==> src/rtl/tx_uart_pkg.sv <==
// Shared UART definitions: transmitter FSM encoding and frame line levels.
// The receive path uses the same constants so both ends agree on the frame.
package tx_uart_pkg;

    typedef enum logic [1:0] {
        ST_IDLE  = 2'd0,
        ST_START = 2'd1,
        ST_DATA  = 2'd2,
        ST_STOP  = 2'd3
    } tx_state_t;

    localparam int   DATA_BITS   = 8;
    localparam logic STOP_LEVEL  = 1'b1;
    localparam logic IDLE_LEVEL  = 1'b1;
    localparam logic START_LEVEL = 1'b0;

endpackage

==> src/rtl/tx_uart_cont_baud.sv <==
// Clearable bit-period counter; fin_bit marks the last cycle of a bit period.
module tx_uart_cont_baud #(
    parameter int CLKS_PER_BIT = 16
) (
    input  logic clk_i,
    input  logic rst_i,
    input  logic clr,
    output logic fin_bit
);

    localparam int CW = (CLKS_PER_BIT > 1) ? $clog2(CLKS_PER_BIT) : 1;

    logic [CW-1:0] cnt;

    always_ff @(posedge clk_i) begin
        if (rst_i || clr) begin
            cnt <= '0;
        end else begin
            cnt <= cnt + 1'b1;
        end
    end

    assign fin_bit = (cnt == CW'(CLKS_PER_BIT - 1));

endmodule

==> src/rtl/tx_uart.sv <==
// UART transmitter: 8N1 frames with a one-byte holding register so frames
// can be issued back to back without an idle gap.
module tx_uart
    import tx_uart_pkg::*;
#(
    parameter int CLK_FREQ = 100_000_000,
    parameter int BAUD     = 9600
) (
    input  logic       clk_i,
    input  logic       rst_i,
    input  logic [7:0] dato_i,
    input  logic       enviar_i,
    output logic       tx_o,
    output logic       listo_o,
    output logic       ocupado_o,
    output logic       dato_enviado_o
);

    localparam int CLKS_PER_BIT = CLK_FREQ / BAUD;
    localparam int BIT_W        = $clog2(DATA_BITS);

    tx_state_t            state, state_next;
    logic [DATA_BITS-1:0] shift, shift_next;
    logic [BIT_W-1:0]     bit_idx, bit_idx_next;
    logic [DATA_BITS-1:0] hold_dato;
    logic                 hold_lleno, hold_lleno_next;
    logic                 accept, load, tx_next;
    logic                 fin_bit, baud_clr;

    // Counter sits at zero in IDLE and restarts at each bit boundary, so every
    // state entry begins a fresh, exact bit period.
    assign baud_clr = (state == ST_IDLE) | fin_bit;

    tx_uart_cont_baud #(
        .CLKS_PER_BIT(CLKS_PER_BIT)
    ) u_cont_baud (
        .clk_i  (clk_i),
        .rst_i  (rst_i),
        .clr    (baud_clr),
        .fin_bit(fin_bit)
    );

    assign accept         = enviar_i & ~hold_lleno;
    assign listo_o        = ~hold_lleno;
    assign dato_enviado_o = (state == ST_STOP) & fin_bit & ~rst_i;

    always_comb begin
        state_next      = state;
        shift_next      = shift;
        bit_idx_next    = bit_idx;
        load            = 1'b0;
        tx_next         = IDLE_LEVEL;

        case (state)
            ST_IDLE: begin
                if (hold_lleno) begin
                    load       = 1'b1;
                    state_next = ST_START;
                end
            end
            ST_START: begin
                if (fin_bit) begin
                    state_next   = ST_DATA;
                    bit_idx_next = '0;
                end
            end
            ST_DATA: begin
                if (fin_bit) begin
                    if (bit_idx == BIT_W'(DATA_BITS - 1)) begin
                        state_next = ST_STOP;
                    end else begin
                        shift_next   = shift >> 1;
                        bit_idx_next = bit_idx + 1'b1;
                    end
                end
            end
            ST_STOP: begin
                if (fin_bit) begin
                    if (hold_lleno) begin
                        load       = 1'b1;
                        state_next = ST_START;
                    end else begin
                        state_next = ST_IDLE;
                    end
                end
            end
            default: state_next = ST_IDLE;
        endcase

        if (load) begin
            shift_next = hold_dato;
        end

        // Accept and transfer are mutually exclusive: transfer needs a full holder.
        hold_lleno_next = accept ? 1'b1 : (load ? 1'b0 : hold_lleno);

        case (state_next)
            ST_START: tx_next = START_LEVEL;
            ST_DATA:  tx_next = shift_next[0];
            ST_STOP:  tx_next = STOP_LEVEL;
            default:  tx_next = IDLE_LEVEL;
        endcase
    end

    always_ff @(posedge clk_i) begin
        if (rst_i) begin
            state      <= ST_IDLE;
            shift      <= '0;
            bit_idx    <= '0;
            hold_dato  <= '0;
            hold_lleno <= 1'b0;
            tx_o       <= IDLE_LEVEL;
            ocupado_o  <= 1'b0;
        end else begin
            state      <= state_next;
            shift      <= shift_next;
            bit_idx    <= bit_idx_next;
            hold_lleno <= hold_lleno_next;
            tx_o       <= tx_next;
            ocupado_o  <= (state_next != ST_IDLE) | hold_lleno_next;
            if (accept) begin
                hold_dato <= dato_i;
            end
        end
    end

endmodule

==> config.mk <==
export PLATFORM = sky130hd
export DESIGN_NAME = tx_uart
export DESIGN_NICKNAME = d
export VERILOG_FILES = /design/src/rtl/tx_uart_pkg.sv /design/src/rtl/tx_uart_cont_baud.sv /design/src/rtl/tx_uart.sv
export SDC_FILE = /design/constraint.sdc
export NUM_CORES = 1
export LEC_CHECK = 0
export BUFFER_PORTS_ARGS = -buffer_cell sky130_fd_sc_hd__buf_2
export CORE_ASPECT_RATIO = 1.75
export CORE_MARGIN = 2
export CORE_UTILIZATION = 58
export CTS_CLUSTER_SIZE = 12
export DETAILED_ROUTE_END_ITERATION = 12
export GPL_TIMING_DRIVEN = 0
export HOLD_SLACK_MARGIN = 0.1
export MAX_ROUTING_LAYER = met4
export PLACE_DENSITY = 0.78
export SLEW_MARGIN = 20
export SYNTH_ARGS = -nofsm -noshare
export SYNTH_HDL_FRONTEND = slang
export SYNTH_SLANG_ARGS = --single-unit
==> constraint.sdc <==
create_clock -name clk_i -period 2.02 [get_ports clk_i]
set_input_delay 0.404 -clock clk_i [delete_from_list [all_inputs] [get_ports clk_i]]
set_output_delay 0.404 -clock clk_i [all_outputs]
set_load 0.005 [all_outputs]
==> results by group, run 1 <==
Power
  • Leakage power: about 0.85 nW
  • PD cells: roughly 1000 mW/mm²
  • Logic pwr share: about a third
  • Internal power: 1.42 mW
  • Switching power: 0.711 mW
  • Worst vdd ir: 789 µV
  • Net Sw Frac: 33.4%
  • Clock power share: 25.1%
  • Tot Pwr: about 2.1 mW
  • Reg power frac: 43.6%

Flow run
  • Max cap viols: 0

Floorplan
  • Initial Util: 61.2%
  • Ports: 15
  • Std cell rows: 26
  • Die area: about 0.0036 mm²
  • Die W: 46.0 µm
  • Die Height: around 78 µm
  • Core Area: about 0.0029 mm²

Global route
  • Tot GR Track Use: 22.9%
  • Largest net degree at the start of global routing: 12
  • Initial antenna violation count: 0
  • Grt ovf: 0
  • Vias in the first global route: around 1500
  • First-pass GRT wire length: 6030 µm

Detailed routing
  • Final ANT Viol Nets: 0
  • DRT Pass-1 Iters: 4
  • DRT iter0 DRCs: 39
  • Total number of vias: 1508
  • DR WL/cell: 14.7 µm
  • DRC Markers: 0
  • DRT Wirelength: 3760 µm
  • Via density per instance: 5.89

Yosys
  • FF+latch count, synth: 38
  • Synth Net Count: 219
  • Asr flop ratio synth: 0%
  • Predominant post-synthesis flop cell: dfxtp_1
  • Seq/Total Area, Yosys: 42.5%
  • Number of synthesized flops with an enable pin: 0
  • Post-Syn Area: 0.00179 mm²
  • Syn avg cell area: 8.96 µm²
  • Netlist cell types: 39
  • Cell count after synthesis: 200
  • Warnings from Yosys: 0

Place
  • PortBufs: 14
  • Placer Congestion: approximately 0.82
  • DP HPWL: ~2700 µm

Critical path
  • Crit path max-delay cell type: dfxtp_2
  • CP peak stage delay: ~0.35 ns
  • CP arrival: 1.58 ns
  • Crit-path max FO: 4
  • Crit path cell chain: ha_4 > and3_4 > and4_1 > buf_6 > and3_1 > buf_2
  • WS Path Type: register to output port
  • Worst Path Required: between 1.5 and 2 ns
  • Critical Path Sink Type: output port
  • CP Launch Type: register

CTS
  • Clock latency on the worst-skew pair: 0.29 ns
  • CTS tree: yes
  • Total clock sinks: 38
  • Clk pin slew, worst setup/hold paths: around 0.07 ns
  • Clock root buffer: clkbuf_8
  • Cts bufs inserted: 5
  • Hold buffers post-CTS: 0
  • H-tree depth: 2
  • Clk buf depth: 2

Hold path
  • HP Class: primary input to register

Timing
  • Slew Limit Fails: 0
  • Final-report hold violation count: 0
  • Relative slew slack: 58.0%
  • Skew final: 0.00556 ns
  • Final period utilization: about 98%
  • Final setup violation count: 0
  • Fmax: between 500 and 600 MHz
  • Slew @ Worst Pin: 0.631 ns
  • Post-route minimum period: roughly 2.0 ns
  • Post-Route Setup TNS: 0 ns

Cells and area
  • Multi-input combinational cell area: 0.00101 mm²
  • Antenna diodes: 0
  • Register area: between 700 and 800 µm²
  • Layout cells sized above 1: between 20% and 30%
  • Syn-to-layout area delta: 17.9%
  • Number of fill cells: 238
  • Fin nets: 246

Run status
  • Status: completed
## registers in the layout, indices dropped and copies added, names as in the netlist
name and flops:
u_cont_baud.cnt 14, hold_dato 8, shift 8, bit_idx 3
state 2, hold_lleno 1, ocupado_o 1, tx_o 1
## metal layers
metal	track usage (%)	vias up	part of all wire, %
li1	-	743	-
met1	21.9	716	37
met2	41.1	41	58
met3	5.58	8	3.3
met4	8.86	0	1.9
met5	-	-	0
## logic make-up after synthesis
kind of cell / Yosys count / synth area share [%]
AO/OA/AOI/OAI: 34 / 12.8
XOR/XNOR: 11 / 5.38
adder cells (fa/ha/maj): 8 / 5.59
buffers and inverters: 15 / 3.42
flip-flops: 38 / 42.5
multiplexers: 13 / 7.26
AND/OR/NAND/NOR: 81 / 23.1
## cell usage in the layout (no fill, tap or decap), types with 6 or more instances in the layout
cell type  netlist  final
ha_1             8      6
and3_1           7      6
nand2_1         12     12
mux2i_1         13     13
dfxtp_1         38     32
xnor2_1          8      8
clkbuf_8         0      6
buf_2            4     16
dfxtp_2          0      6
nor2_1          39     39
o21ai_0         10      9
buf_4            0      8
## synthesized netlist by cell type, types with 2 or more instances
| cell | n | area (µm²) |
|---|---|---|
| nor2_1 | 39 | 146 |
| dfxtp_1 | 38 | 761 |
| mux2i_1 | 13 | 130 |
| nand2_1 | 12 | 45.0 |
| o21ai_0 | 10 | 50.1 |
| ha_1 | 8 | 100 |
| xnor2_1 | 8 | 70.1 |
| and3_1 | 7 | 43.8 |
| clkbuf_1 | 6 | 22.5 |
| a211oi_1 | 5 | 37.5 |
| inv_1 | 5 | 18.8 |
| a21oi_1 | 4 | 20.0 |
| a22oi_1 | 4 | 30.0 |
| buf_2 | 4 | 20.0 |
| nand3_1 | 3 | 15.0 |
| nor2b_1 | 3 | 18.8 |
| nor3_1 | 3 | 15.0 |
| xor2_1 | 3 | 26.3 |
| nand2b_1 | 2 | 12.5 |
| o21ai_1 | 2 | 10.0 |
| o31a_1 | 2 | 17.5 |
| or3_1 | 2 | 12.5 |
## worst max-delay path, delay by kind of cell (launching register included)
family / cells / cell delay (ns)
simple gates: 3 / 0.57
flops: 1 / 0.35
buf+inv: 2 / 0.22
fa+ha+maj: 1 / 0.14
## what timing repair did
item                       CTS  global route
setup endpoints to repair    2             2
buffers inserted             0             9
gates cloned                 0             0
gates resized for setup     10             8
pin swaps                    0             2
## metrics by stage
step | hold WS (ns) | instances | cell area (µm²) | setup WS (ns) | util (%)
detailed placement | 0.443 | 242 | 1900 | -0.0995 | 64.8
floorplan | 0.413 | 200 | 1790 | 0.192 | -
finish | 0.348 | 256 | 2110 | 0.0389 | 72.1
global placement | 0.425 | 242 | 1900 | -0.0793 | 64.8
global route | 0.367 | 256 | 2110 | -0.0503 | 72.1
CTS | 0.343 | 248 | 2010 | 0.0120 | 68.8
## final timing paths
| kind | cells past startpoint | start | slack (ns) | endpoint |
|---|---|---|---|---|
| setup / recovery | 6 | u_cont_baud.cnt[0] | 0.04 | dato_enviado_o |
| hold / removal | 3 | dato_i[7] | 0.35 | hold_dato[7] |
| setup reg to reg | 8 | state[0] | 0.09 | tx_o |
| hold reg to reg | 2 | hold_dato[7] | 0.47 | shift[7] |
## power by group through the flow
stage          clock network, mW  registers, mW  logic (mW)
2_1_floorplan                  0          0.920       0.440
3_3_place_gp                   0          0.927       0.551
3_5_place_dp                   0          0.935       0.582
4_1_cts                    0.546          0.923       0.595
5_1_grt                    0.574          0.937       0.733
6_report                   0.533          0.927       0.668
## area by class of cell
class	instances	area share [%]
Buffer	7	1.72
Multi-Input combinational cell	147	47.9
Clock inverter	1	0.237
Inverter	5	0.889
Timing Repair Buffer	23	7.11
Tap cell	28	1.66
Clock buffer	7	4.09
Sequential cell	38	36.4
Power figures use the tool's default switching activity.
==> run 2, diff against run 1 <==
--- a/config.mk
+++ b/config.mk
@@ -7,7 +7,7 @@
 export LEC_CHECK = 0
 export BUFFER_PORTS_ARGS = -buffer_cell sky130_fd_sc_hd__buf_2
 export CORE_ASPECT_RATIO = 1.75
-export CORE_MARGIN = 2
+export CORE_MARGIN = 5
 export CORE_UTILIZATION = 58
 export CTS_CLUSTER_SIZE = 12
 export DETAILED_ROUTE_END_ITERATION = 12
@@ -15,6 +15,7 @@
 export HOLD_SLACK_MARGIN = 0.1
 export MAX_ROUTING_LAYER = met4
 export PLACE_DENSITY = 0.78
+export SETUP_SLACK_MARGIN = 0.4
 export SLEW_MARGIN = 20
 export SYNTH_ARGS = -nofsm -noshare
 export SYNTH_HDL_FRONTEND = slang
==> run 2 against run 1 <==
  * The flow now finishes with violations (setup timing)
  * Die area increased by 22%
  * Sequential share of layout area decreased by 5.5 points
  * Final cell count is 9.8% higher
==> results by group, run 2 (same netlist as run 1, synthesis figures left out) <==
Critical path
  • CP arrival: around 2.2 ns
  • Crit-path max FO: 7
  • Crit path max-delay cell type: dfxtp_2
  • CP Launch Type: register
  • Worst reg-to-reg setup slack: -0.02 ns
  • Crit path top cell by count: buf_6
  • Worst r2r path cells: 10
  • Critical Path Sink Type: register
  • WS Path Type: register to register
  • Worst r2r dst: shift[4]
  • Critical R2R Launch: u_cont_baud.cnt[0]
  • Crit path cell chain: ha_4 > and3_4 > buf_6 > buf_6 > buf_6 > nand4_4 > buf_12 > nor2_4 > mux2i_1 > a211oi_1
  • CP peak stage delay: 0.36 ns
  • Worst Path Required: 2.17 ns

Detailed routing
  • Total number of vias: 1609
  • DRC Markers: 0
  • DR WL/cell: 18.1 µm
  • DRT iter0 DRCs: 43
  • DRT Wirelength: 5080 µm
  • Via density per instance: 5.73
  • DRT Pass-1 Iters: 5
  • Final ANT Viol Nets: 0

Place
  • Pre-CTS setup slack: 0.0771 ns
  • DP HPWL: 2780 µm
  • Placed Cells: approximately 260
  • PortBufs: 14
  • Placer Congestion: 0.804
  • Cell Area, Placed: between 0.0015 and 0.002 mm²

Power
  • PD cells: 1030 mW/mm²
  • Worst vdd ir: 837 µV
  • Leakage power: between 0.9 and 1 nW
  • Tot Pwr: 2.57 mW

CTS
  • Clk buf depth: 2
  • Clk pin slew, worst setup/hold paths: roughly 0.08 ns
  • Clock latency on the worst-skew pair: 0.30 ns
  • Clock root buffer: clkbuf_8
  • Total clock sinks: 38
  • H-tree depth: 2
  • Hold buffers post-CTS: 0
  • CTS tree: yes
  • Cts bufs inserted: 5

Cells and area
  • Number of fill cells: 156
  • Layout cells sized above 1: between 30 and 40%
  • Commonest non-fill, non-tap cell in the layout: dfxtp_1
  • Fin nets: around 260
  • Most flops, register: u_cont_baud.cnt
  • Antenna diodes: 0
  • Syn-to-layout area delta: 39.3%
  • Max FFs per register: 14
  • Regs by FF count: u_cont_baud.cnt x14, hold_dato x8, shift x8
  • Most frequent cells in the layout: dfxtp_1, nor2_1, buf_2
  • Post-Layout Cell Count: roughly 280
  • Final Cell Area: 0.00250 mm²

Global route
  • Grt ovf: 0
  • Tot GR Track Use: around a fifth
  • Largest net degree at the start of global routing: 12
  • Initial antenna violation count: 0
  • First-pass GRT wire length: 6910 µm
  • Vias in the first global route: between 1500 and 2000

Timing
  • Relative slew slack: approximately 55%
  • Final-report hold violation count: 0
  • Final period utilization: 101%
  • Unrepaired setup endpoints after global routing: true
  • Skew final: 0.0152 ns
  • Slew @ Worst Pin: 0.681 ns
  • Slew Limit Fails: 0
  • Post-Route Setup TNS: -0.0332 ns
  • Final setup violation count: 2
  • Final setup margin: -0.0244 ns
  • Post-route minimum period: just over 2 ns
  • Fmax: 489 MHz

Run status
  • Status: finished with violations
  • Violated checks: setup timing

Hold path
  • Hold path startpoint: dato_i[0]
  • HP Class: primary input to register
  • Worst hold endpoint: hold_dato[0]
  • Hold path depth: 3

Floorplan
  • Die area: 0.00434 mm²
  • Std cell rows: 26
  • Die W: 52.0 µm
  • Ports: 15
  • Die Height: 83.5 µm
  • Initial Util: 60.5%
  • Core Area: 0.00296 mm²

Flow run
  • Max cap viols: 0
run 2: cell types whose count changed in the layout (fill, tap and decap cells not counted), moves of 2 or more:
cell     previous run  this run
a21oi_1             4         2
nand2_2             0         3
buf_2              16        14
nand2_1            12         9
o21ai_0             9         5
nor3_2              0         2
o21ai_2             1         3
nor3_1              3         0
nor2_1             39        26
nor2_4              1        13
o21ai_1             2         4
a21oi_2             1         3
buf_6               1        12
run 2: how the worst max path moves through the flow:
stage	start	endpoint	slack [ns]
2_1_floorplan	u_cont_baud.cnt[4]	tx_o	0.29
5_1_grt	bit_idx[0]	tx_o	-0.14
3_3_place_gp	u_cont_baud.cnt[4]	tx_o	0.14
4_1_cts	u_cont_baud.cnt[0]	dato_enviado_o	0.003
3_5_place_dp	state[0]	tx_o	0.08
6_report	u_cont_baud.cnt[0]	shift[4]	-0.02
run 2: critical path: cells and delay by family, from the launching register on:
| kind | cells | cell delay (ns) |
|---|---|---|
| buf+inv | 4 | 0.49 |
| fa+ha+maj | 1 | 0.14 |
| compound gates | 1 | 0.10 |
| mux | 1 | 0.24 |
| simple gates | 3 | 0.56 |
| flops | 1 | 0.36 |
run 2: per-layer routing:
metal  vias to the layer above  share of wire, %  routed length, µm  global-route usage [%]
met4                         0               4.9                247                    12.4
met5                         -                 0                  0                       -
met1                       764                35               1770                    20.4
met3                        29               3.8                194                    4.65
met2                        54                56               2860                    37.2
li1                        762                 -                  -                       -
run 2: layout make-up:
| type | instances | area [µm²] | area share, % |
|---|---|---|---|
| clock buffer | 6 | 82.6 | 3.31 |
| clock inverter | 1 | 30.0 | 1.20 |
| sequential | 38 | 769 | 30.8 |
| timing repair buffer | 32 | 273 | 10.9 |
| buffer | 10 | 85.1 | 3.41 |
| multi-input combinational | 147 | 1180 | 47.5 |
| inverter | 5 | 18.8 | 0.752 |
| tap | 42 | 52.6 | 2.11 |
run 2: repair_timing:
item | CTS | global route
buffers inserted | 12 | 5
pin swaps | 17 | 13
cloned | 0 | 1
endpoints found under the hold margin | 0 | 0
setup endpoints to repair | 30 | 31
resized for setup | 23 | 48
run 2: where the power goes:
part	total, mW	switching [mW]	internal (mW)
sequential	0.936	0.0755	0.860
clock	0.668	0.272	0.395
combinational	0.967	0.512	0.456
total	2.57	0.860	1.71
run 2: through the flow:
step | hold slack [ns] | util (%)
after floorplan | 0.413 | -
after global routing | 0.355 | 84.3
after detailed placement | 0.449 | 66.6
after CTS | 0.346 | 76.2
after global placement | 0.422 | 66.6
final | 0.348 | 84.3
